--- config.mk ---
export PLATFORM = sky130hd
export DESIGN_NAME = imem_boot_loader
export DESIGN_NICKNAME = d
export VERILOG_FILES = /design/src/rtl/imem_boot_loader.sv
export SDC_FILE = /design/constraint.sdc
export NUM_CORES = 1
export LEC_CHECK = 0
export ABC_CLOCK_PERIOD_IN_PS = 2400
export BUFFER_PORTS_ARGS = -buffer_cell sky130_fd_sc_hd__buf_2
export CAP_MARGIN = 20
export CORE_UTILIZATION = 30
export CTS_BUF_LIST = sky130_fd_sc_hd__clkbuf_16
export DETAILED_ROUTE_END_ITERATION = 16
export SLEW_MARGIN = 30
export SYNTH_ARGS = -nofsm -noshare
export SYNTH_HDL_FRONTEND = slang
export SYNTH_SLANG_ARGS = --single-unit
--- constraint.sdc ---
create_clock -name clk -period 2.4 [get_ports clk]
set_input_delay 0.12 -clock clk [delete_from_list [all_inputs] [get_ports clk]]
set_output_delay 0.12 -clock clk [all_outputs]
set_load 0.02 [all_outputs]
--- src/rtl/imem_boot_loader.sv ---
// Byte-stream boot loader: receives a framed program (count, words, XOR checksum),
// writes it into instruction memory and releases the MIPS core on a checksum match.
module imem_boot_loader #(
    parameter int ADDR_W = 8
) (
    input  logic              clk,
    input  logic              rst_n,
    input  logic              rx_valid,
    input  logic [7:0]        rx_data,
    output logic              rx_ready,
    output logic              imem_we,
    output logic [ADDR_W-1:0] imem_addr,
    output logic [31:0]       imem_wdata,
    output logic              cpu_rst_n,
    output logic              busy,
    output logic              done,
    output logic              err
);

    typedef enum logic [2:0] {
        S_CNT_HI,
        S_CNT_LO,
        S_DATA,
        S_CSUM,
        S_RUN,
        S_ERR
    } state_t;

    localparam logic [16:0]     MAX_N = 17'd1 << ADDR_W;
    localparam logic [ADDR_W:0] ONE_W = 1;

    state_t              state_reg, state_next;
    logic [7:0]          cnt_hi_reg, cnt_hi_next;
    logic [ADDR_W:0]     n_reg, n_next;
    logic [ADDR_W:0]     widx_reg, widx_next;
    logic [1:0]          bcnt_reg, bcnt_next;
    logic [23:0]         wbuf_reg, wbuf_next;
    logic [7:0]          xor_reg, xor_next;
    logic                we_reg, we_next;
    logic [ADDR_W-1:0]   addr_reg, addr_next;
    logic [31:0]         wdata_reg, wdata_next;
    logic                run_reg, err_reg;

    logic                accept;
    logic [16:0]         n_full;
    logic [ADDR_W:0]     widx_inc;

    assign rx_ready = (state_reg == S_CNT_HI) || (state_reg == S_CNT_LO) ||
                      (state_reg == S_DATA)   || (state_reg == S_CSUM);
    assign busy     = rx_ready;
    assign accept   = rx_valid && rx_ready;
    assign n_full   = {1'b0, cnt_hi_reg, rx_data};
    assign widx_inc = widx_reg + ONE_W;

    always_comb begin
        state_next  = state_reg;
        cnt_hi_next = cnt_hi_reg;
        n_next      = n_reg;
        widx_next   = widx_reg;
        bcnt_next   = bcnt_reg;
        wbuf_next   = wbuf_reg;
        xor_next    = xor_reg;
        we_next     = 1'b0;
        addr_next   = addr_reg;
        wdata_next  = wdata_reg;
        case (state_reg)
            S_CNT_HI: begin
                if (accept) begin
                    cnt_hi_next = rx_data;
                    state_next  = S_CNT_LO;
                end
            end
            S_CNT_LO: begin
                if (accept) begin
                    if (n_full > MAX_N) begin
                        state_next = S_ERR;
                    end else begin
                        n_next     = n_full[ADDR_W:0];
                        state_next = (n_full == 17'd0) ? S_CSUM : S_DATA;
                    end
                end
            end
            S_DATA: begin
                if (accept) begin
                    xor_next  = xor_reg ^ rx_data;
                    bcnt_next = bcnt_reg + 2'd1;
                    wbuf_next = {wbuf_reg[15:0], rx_data};
                    // Fourth byte completes the word: write it straight out of the shifter.
                    if (bcnt_reg == 2'd3) begin
                        we_next    = 1'b1;
                        addr_next  = widx_reg[ADDR_W-1:0];
                        wdata_next = {wbuf_reg, rx_data};
                        widx_next  = widx_inc;
                        if (widx_inc == n_reg)
                            state_next = S_CSUM;
                    end
                end
            end
            S_CSUM: begin
                if (accept)
                    state_next = (rx_data == xor_reg) ? S_RUN : S_ERR;
            end
            default: ;
        endcase
    end

    always_ff @(posedge clk or negedge rst_n) begin
        if (!rst_n) begin
            state_reg  <= S_CNT_HI;
            cnt_hi_reg <= '0;
            n_reg      <= '0;
            widx_reg   <= '0;
            bcnt_reg   <= '0;
            wbuf_reg   <= '0;
            xor_reg    <= '0;
            we_reg     <= 1'b0;
            addr_reg   <= '0;
            wdata_reg  <= '0;
            run_reg    <= 1'b0;
            err_reg    <= 1'b0;
        end else begin
            state_reg  <= state_next;
            cnt_hi_reg <= cnt_hi_next;
            n_reg      <= n_next;
            widx_reg   <= widx_next;
            bcnt_reg   <= bcnt_next;
            wbuf_reg   <= wbuf_next;
            xor_reg    <= xor_next;
            we_reg     <= we_next;
            addr_reg   <= addr_next;
            wdata_reg  <= wdata_next;
            // Status flags are registered from the next state so cpu_rst_n cannot glitch.
            run_reg    <= (state_next == S_RUN);
            err_reg    <= (state_next == S_ERR);
        end
    end

    assign imem_we    = we_reg;
    assign imem_addr  = addr_reg;
    assign imem_wdata = wdata_reg;
    assign cpu_rst_n  = run_reg;
    assign done       = run_reg;
    assign err        = err_reg;

endmodule

==> results.yml, run 1 <==
setup_path:
  crit_required_ns: 2.63
  critPathCaptureType: "flip-flop"
  timing.reg2reg.setup_slack_ns: 0.15
  path_max_fanout: 10
  critical_register_to_register_path_endpoint: "n_reg[6]"
  worstSetupStartpointType: "flip-flop"
  reg2reg_depth: 4
  rr_startpoint: "state_reg[1]"
  worstSetupStartpoint: "state_reg[1]"
  timing.critical_path.arrival_ns: 2.48
  setup.worst_path.class: "flip-flop to flip-flop"
route:
  route.final.wire_length_um: 9390
  drt_first_iter_violations: 174
  route.antenna.remaining_nets: 0
  vias_per_cell: 4.54
  drt_drc_violations_left: 0
  dr.pass1.iters: 4
  routedWlPerCell_um: 13.7
  routed-via-count: 3109
floorplan:
  initial_utilization_pct: 30.7
  dieArea_sq_um: 15300
  floorplan.core_area_sq_um: 14500
  ioPinCount: 57
  die_height_um: 124
  die_w_um: 124
  rows: 44
layout:
  fillers: 1470
  final_cell_count_no_fill: 685
  nNetsFinal: 510
  utilization_pct: 36.2
  num_antenna_cells: 0
  area_added_between_synthesis_and_finish_pct: 18.0
  final_layout_size_suffix_gt1_share_pct: 19.8
  largest_register_ff_count: 32
  finish.instance_area_sq_um: 5250
sta:
  final_min_period_over_clock_period_pct: 93.9
  timing.slew.headroom_pct: 57.4
  final_hold_viol_count: 0
  rsz0062_at_grt: "false"
  clock_skew_ns: 0.00321
  report.final.slew_viol_count: 0
  fin_setup_tns_ns: 0
  max_freq_mhz: 444
  setup_viol_count_final: 0
  max_slew.worst_pin.slew_ns: 0.640
  final.min_clock_period_ns: 2.25
  whs_ns: 0.0565
min_path:
  hold_start: "rx_data[0]"
  min_delay_worst_endpoint: "imem_wdata[0]"
  worst_hold_path.num_cells: 3
  hp-class: "input port to flip-flop"
synthesis:
  yosysSeqAreaShare_pct: 59.6
  synth_seq_cells: 106
  synthesis.nets: 460
  yosysWarnings: 0
  synth_area_per_cell_sq_um: 9.95
  synthDistinctLibCells: 45
  synth_edf_count: 0
  area_fraction_of_the_dominant_cell_type_after_synthesis_pct: 59.6
  async_reset_ff_share_pct: 100
  synth_area_leaders: "dfrtp_1 (60%), nand2_1 (17%), xnor2_1 (5.3%)"
  synth_top_flop_cell: "dfrtp_1"
  netlist.top_cell.by_area: "dfrtp_1"
  post_synth_inst_count: 447
  mappedNetlistArea_sq_um: 4450
clocking:
  clk_root_buffer_cell: "clkbuf_16"
  htree_levels: 3
  cts_resized: 0
  number_of_buffers_added_by_the_clock_tree_synthesis_step: 9
  postCtsSetupBuffers: 0
  tritoncts: "done"
  clock_path_buffers: 2
  clk_pin_slew_worst_paths_ns: 0.07
  cts_sinks: 106
  clock_latency_ns: 0.34
  holdBufCountCts: 1
place:
  number_of_buffer_cells_added_on_primary_ports: 56
  detailed_place_hpwl_um: 6420
  place.gp.congestion: 0.776
  place_inst: 669
  detailed_place.area_sq_um: 4910
pwr:
  leakage_component_of_the_power_nw: 2.84
  power_per_cell_area_nw_per_um2: 677
  worst_supply_voltage_drop_on_vdd_v: 0.000413
grt:
  grt_first_pass_wirelength_um: 15700
  initial_antenna_violation_count: 0
  grt_pass1_vias: 3133
  grt_max_degree: 60
  grt_util_all_layers_pct: 13.5
  globalRoute.totalOverflow: 0
run_status:
  outcome: "complete, no violations"
run:
  drv_cap: 0
==> cells in the mapped netlist (2+ instances only) <==
library cell	instances
a21oi_1	2
buf_4	2
clkbuf_1	19
dfrtp_1	106
ha_1	2
mux2_2	17
nand2_1	204
nand3_1	4
nand4_1	4
nor2_1	6
nor2b_1	4
nor3_1	5
nor3b_1	2
nor4_1	3
o211a_1	2
o21a_1	2
o21ai_0	2
xnor2_1	27
xor2_1	8
==> placed cells by master (no fill, tap or decap), types with 2 or more instances in the layout <==
cell,netlist,routed
a21oi_1,2,2
buf_2,0,55
buf_4,2,4
bufinv_16,0,3
clkbuf_16,0,9
clkinv_2,1,2
dfrtp_1,106,106
ha_1,2,2
mux2_2,17,17
nand2_1,204,204
nand3_1,4,4
nand4_1,4,4
nor2_1,6,6
nor2b_1,4,4
nor3_1,5,5
nor3b_1,2,2
nor4_1,3,3
o211a_1,2,2
o21a_1,2,2
o21ai_0,2,2
xnor2_1,27,27
xor2_1,8,8
==> critical path: stages (launching register included) <==
cell	delay (ns)
dfrtp_1	0.42
or3b_1	0.46
or3_4	0.42
nor2b_2	0.43
mux2_2	0.40
==> where the power goes <==
part | switching (mW) | internal (mW)
registers | 0.0135 | 1.81
clock network | 0.623 | 1.01
logic | 0.0667 | 0.0385
total | 0.703 | 2.85
==> cell type report <==
cell class | instances | area (sq um) | share of cell area (%)
Multi-Input combinational cell | 317 | 1690 | 32.2
Timing Repair Buffer | 61 | 335 | 6.39
Clock buffer | 9 | 225 | 4.29
Clock inverter | 6 | 106 | 2.03
Tap cell | 184 | 230 | 4.39
Inverter | 2 | 8.76 | 0.167
Sequential cell | 106 | 2650 | 50.5
==> worst max path at each step <==
stage	endpoint	slack, ns
after CTS	n_reg[6]	0.15
after detailed placement	n_reg[6]	0.16
after floorplan	n_reg[0]	0.48
final	n_reg[6]	0.15
after global placement	n_reg[7]	0.25
after global routing	n_reg[2]	0.04
==> cell families after synthesis <==
family / count (synthesis) / share of synthesized area, %
multiplexers: 17 / 4.30
XOR/XNOR: 35 / 6.89
buffers and inverters: 24 / 2.39
adder cells (fa/ha/maj): 2 / 0.562
AND/OR/NAND/NOR: 244 / 22.8
flip-flops: 106 / 59.6
AO/OA/AOI/OAI: 19 / 3.40
==> layer usage <==
| metal | vias up | wire length [um] | part of all wire (%) | global-route usage [%] |
|---|---|---|---|---|
| met5 | - | 0 | 0 | 0 |
| met4 | 0 | 113 | 1.2 | 4.74 |
| met3 | 8 | 578 | 6.2 | 3.75 |
| met2 | 61 | 4210 | 45 | 20.3 |
| met1 | 1511 | 4490 | 48 | 18.4 |
| li1 | 1529 | - | - | - |
==> per-stage QoR <==
| stage | setup slack, ns | power, mW |
|---|---|---|
| floorplan | 0.477 | 1.89 |
| global placement | 0.252 | 1.96 |
| detailed placement | 0.161 | 1.96 |
| CTS | 0.151 | 3.60 |
| global route | 0.0447 | 3.67 |
| finish | 0.147 | 3.55 |
Note: power is estimated with default switching activity, not from simulation.
==> run 2: changes to the inputs <==
Settings changed: CELL_PAD_IN_SITES_DETAIL_PLACEMENT set to 0, CELL_PAD_IN_SITES_GLOBAL_PLACEMENT set to 1, PLACE_DENSITY set to 0.66.
==> run 2 against run 1 <==
Register-to-register slack gained 0.18 ns. First-iteration DRC count shrank 25%. Flip-flop and latch count is the same. Clock power shrank 17%. Core utilization shrank 0.32 points. Die area is the same. Critical path type unchanged. Largest cell class unchanged. Largest power group unchanged. Highest routed layer unchanged.
==> results.yml, run 2 (synthesized netlist as in run 1, its figures left out) <==
clocking:
  postCtsSetupBuffers: 0
  clock_latency_ns: 0.34
  cts_resized: 0
  htree_levels: 3
  holdBufCountCts: 1
  number_of_buffers_added_by_the_clock_tree_synthesis_step: 9
  clk_root_buffer_cell: "clkbuf_16"
  cts_sinks: 106
  clk_pin_slew_worst_paths_ns: 0.07
  clock_path_buffers: 2
  tritoncts: "done"
layout:
  area_added_between_synthesis_and_finish_pct: 16.9
  final_cell_count_no_fill: 688
  layout_common_cells: "nand2_1 (204), dfrtp_1 (106), buf_2 (55)"
  final_layout_size_suffix_gt1_share_pct: 20.0
  nNetsFinal: 512
  num_antenna_cells: 0
  largest_register_ff_count: 32
  final_common_cell: "nand2_1"
  fillers: 1508
min_path:
  hp-class: "input port to flip-flop"
setup_path:
  slowest_delay_ns: 0.46
  cp.buffers_inverters: 1
  worstSetupStartpointType: "flip-flop"
  crit_slowest_cell: "or3b_1"
  cp-endpoint: "n_reg[7]"
  timing.reg2reg.setup_slack_ns: 0.33
  setup.worst_path.class: "flip-flop to flip-flop"
  crit_path_cell_chain: "or3b_1, or3_4, nor2b_2, buf_4, mux2_2"
  path_max_fanout: 10
  rr_startpoint: "state_reg[1]"
  largest_delay_share_family_worst_path: "simple AND/OR/NAND/NOR gates"
  worstSetupStartpoint: "state_reg[1]"
  timing.critical_path.arrival_ns: 2.30
  critical_register_to_register_path_endpoint: "n_reg[7]"
  critPathCaptureType: "flip-flop"
  reg2reg_depth: 5
  crit_required_ns: 2.63
  cp.depth: 5
floorplan:
  die_w_um: 124
  ioPinCount: 57
  floorplan.core_area_sq_um: 14500
  die_height_um: 124
  rows: 44
  dieArea_sq_um: 15300
  initial_utilization_pct: 30.7
pwr:
  worst_supply_voltage_drop_on_vdd_v: 0.000306
  leakage_component_of_the_power_nw: 2.83
  power_per_cell_area_nw_per_um2: 633
place:
  number_of_buffer_cells_added_on_primary_ports: 56
  place.gp.congestion: 0.762
  place_inst: 671
  detailed_place_hpwl_um: 6210
route:
  drt_first_iter_violations: 130
  routedWlPerCell_um: 13.6
  dr.pass1.iters: 4
  vias_per_cell: 4.49
  routed-via-count: 3091
  route.final.wire_length_um: 9390
  drt_drc_violations_left: 0
  route.antenna.remaining_nets: 0
grt:
  grt_max_degree: 51
  grt_util_all_layers_pct: 12.9
  globalRoute.totalOverflow: 0
  initial_antenna_violation_count: 0
  grt_first_pass_wirelength_um: 15000
  grt_pass1_vias: 2917
sta:
  timing.slew.headroom_pct: 58.0
  clock_skew_ns: 0.00987
  final_hold_viol_count: 0
  report.final.slew_viol_count: 0
  whs_ns: 0.0541
  rsz0062_at_grt: "false"
  fin_setup_tns_ns: 0
  max_freq_mhz: 482
  setup_viol_count_final: 0
  final_min_period_over_clock_period_pct: 86.4
  max_slew.worst_pin.slew_ns: 0.630
  final.min_clock_period_ns: 2.07
run_status:
  outcome: "complete, no violations"
run:
  drv_cap: 0
-- run 2: final cells by class --
class,instances,area (sq um),share of cell area [%]
inverter,2,8.76,0.168
multi-input combinational,317,1690,32.5
clock inverter,7,45.0,0.866
tap,184,230,4.43
clock buffer,9,225,4.33
sequential,106,2650,51.0
timing repair buffer,63,350,6.74
-- run 2: per-layer routing --
metal | GRT usage, % | vias to the layer above | wire, um
met4 | 4.74 | 0 | 104
met2 | 18.9 | 46 | 4140
met1 | 19.1 | 1498 | 4870
met5 | 0 | - | 0
li1 | - | 1540 | -
met3 | 1.92 | 7 | 269
-- run 2: per-stage QoR --
| step | cell area (sq um) | setup WS, ns | utilization, % | total power [mW] |
|---|---|---|---|---|
| finish | 5200 | 0.327 | 35.9 | 3.29 |
| global route | 5200 | 0.212 | 35.9 | 3.42 |
| CTS | 5200 | 0.338 | 35.9 | 3.34 |
| detailed placement | 4920 | 0.345 | 34.0 | 1.96 |
| global placement | 4920 | 0.406 | 34.0 | 1.96 |
| floorplan | 4450 | 0.477 | - | 1.89 |
-- run 2: power by group --
part	total (mW)	internal (mW)	switching, mW	leakage, nW
registers	1.82	1.80	0.0146	1.45
logic	0.108	0.0395	0.0685	1.24
clock network	1.36	0.703	0.662	0.135
-- run 2: worst register-to-register path, stage by stage (launching register included) --
cell and delay (ns):
dfrtp_1 0.42, or3b_1 0.46, or3_4 0.42, nor2b_2 0.11, buf_4 0.19, mux2_2 0.35
-- run 2: worst min-delay path by stage --
stage / slack (ns) / startpoint / to / depth (start not counted)
detailed placement: 0.19 / rst_n / imem_wdata[27] / 1
CTS: 0.05 / rx_data[1] / imem_wdata[1] / 3
global route: 0.07 / rx_data[4] / imem_wdata[4] / 3
finish: 0.05 / rx_data[1] / imem_wdata[1] / 3
floorplan: -0.18 / rst_n / bcnt_reg[0] / 0
global placement: 0.18 / rst_n / imem_wdata[27] / 1
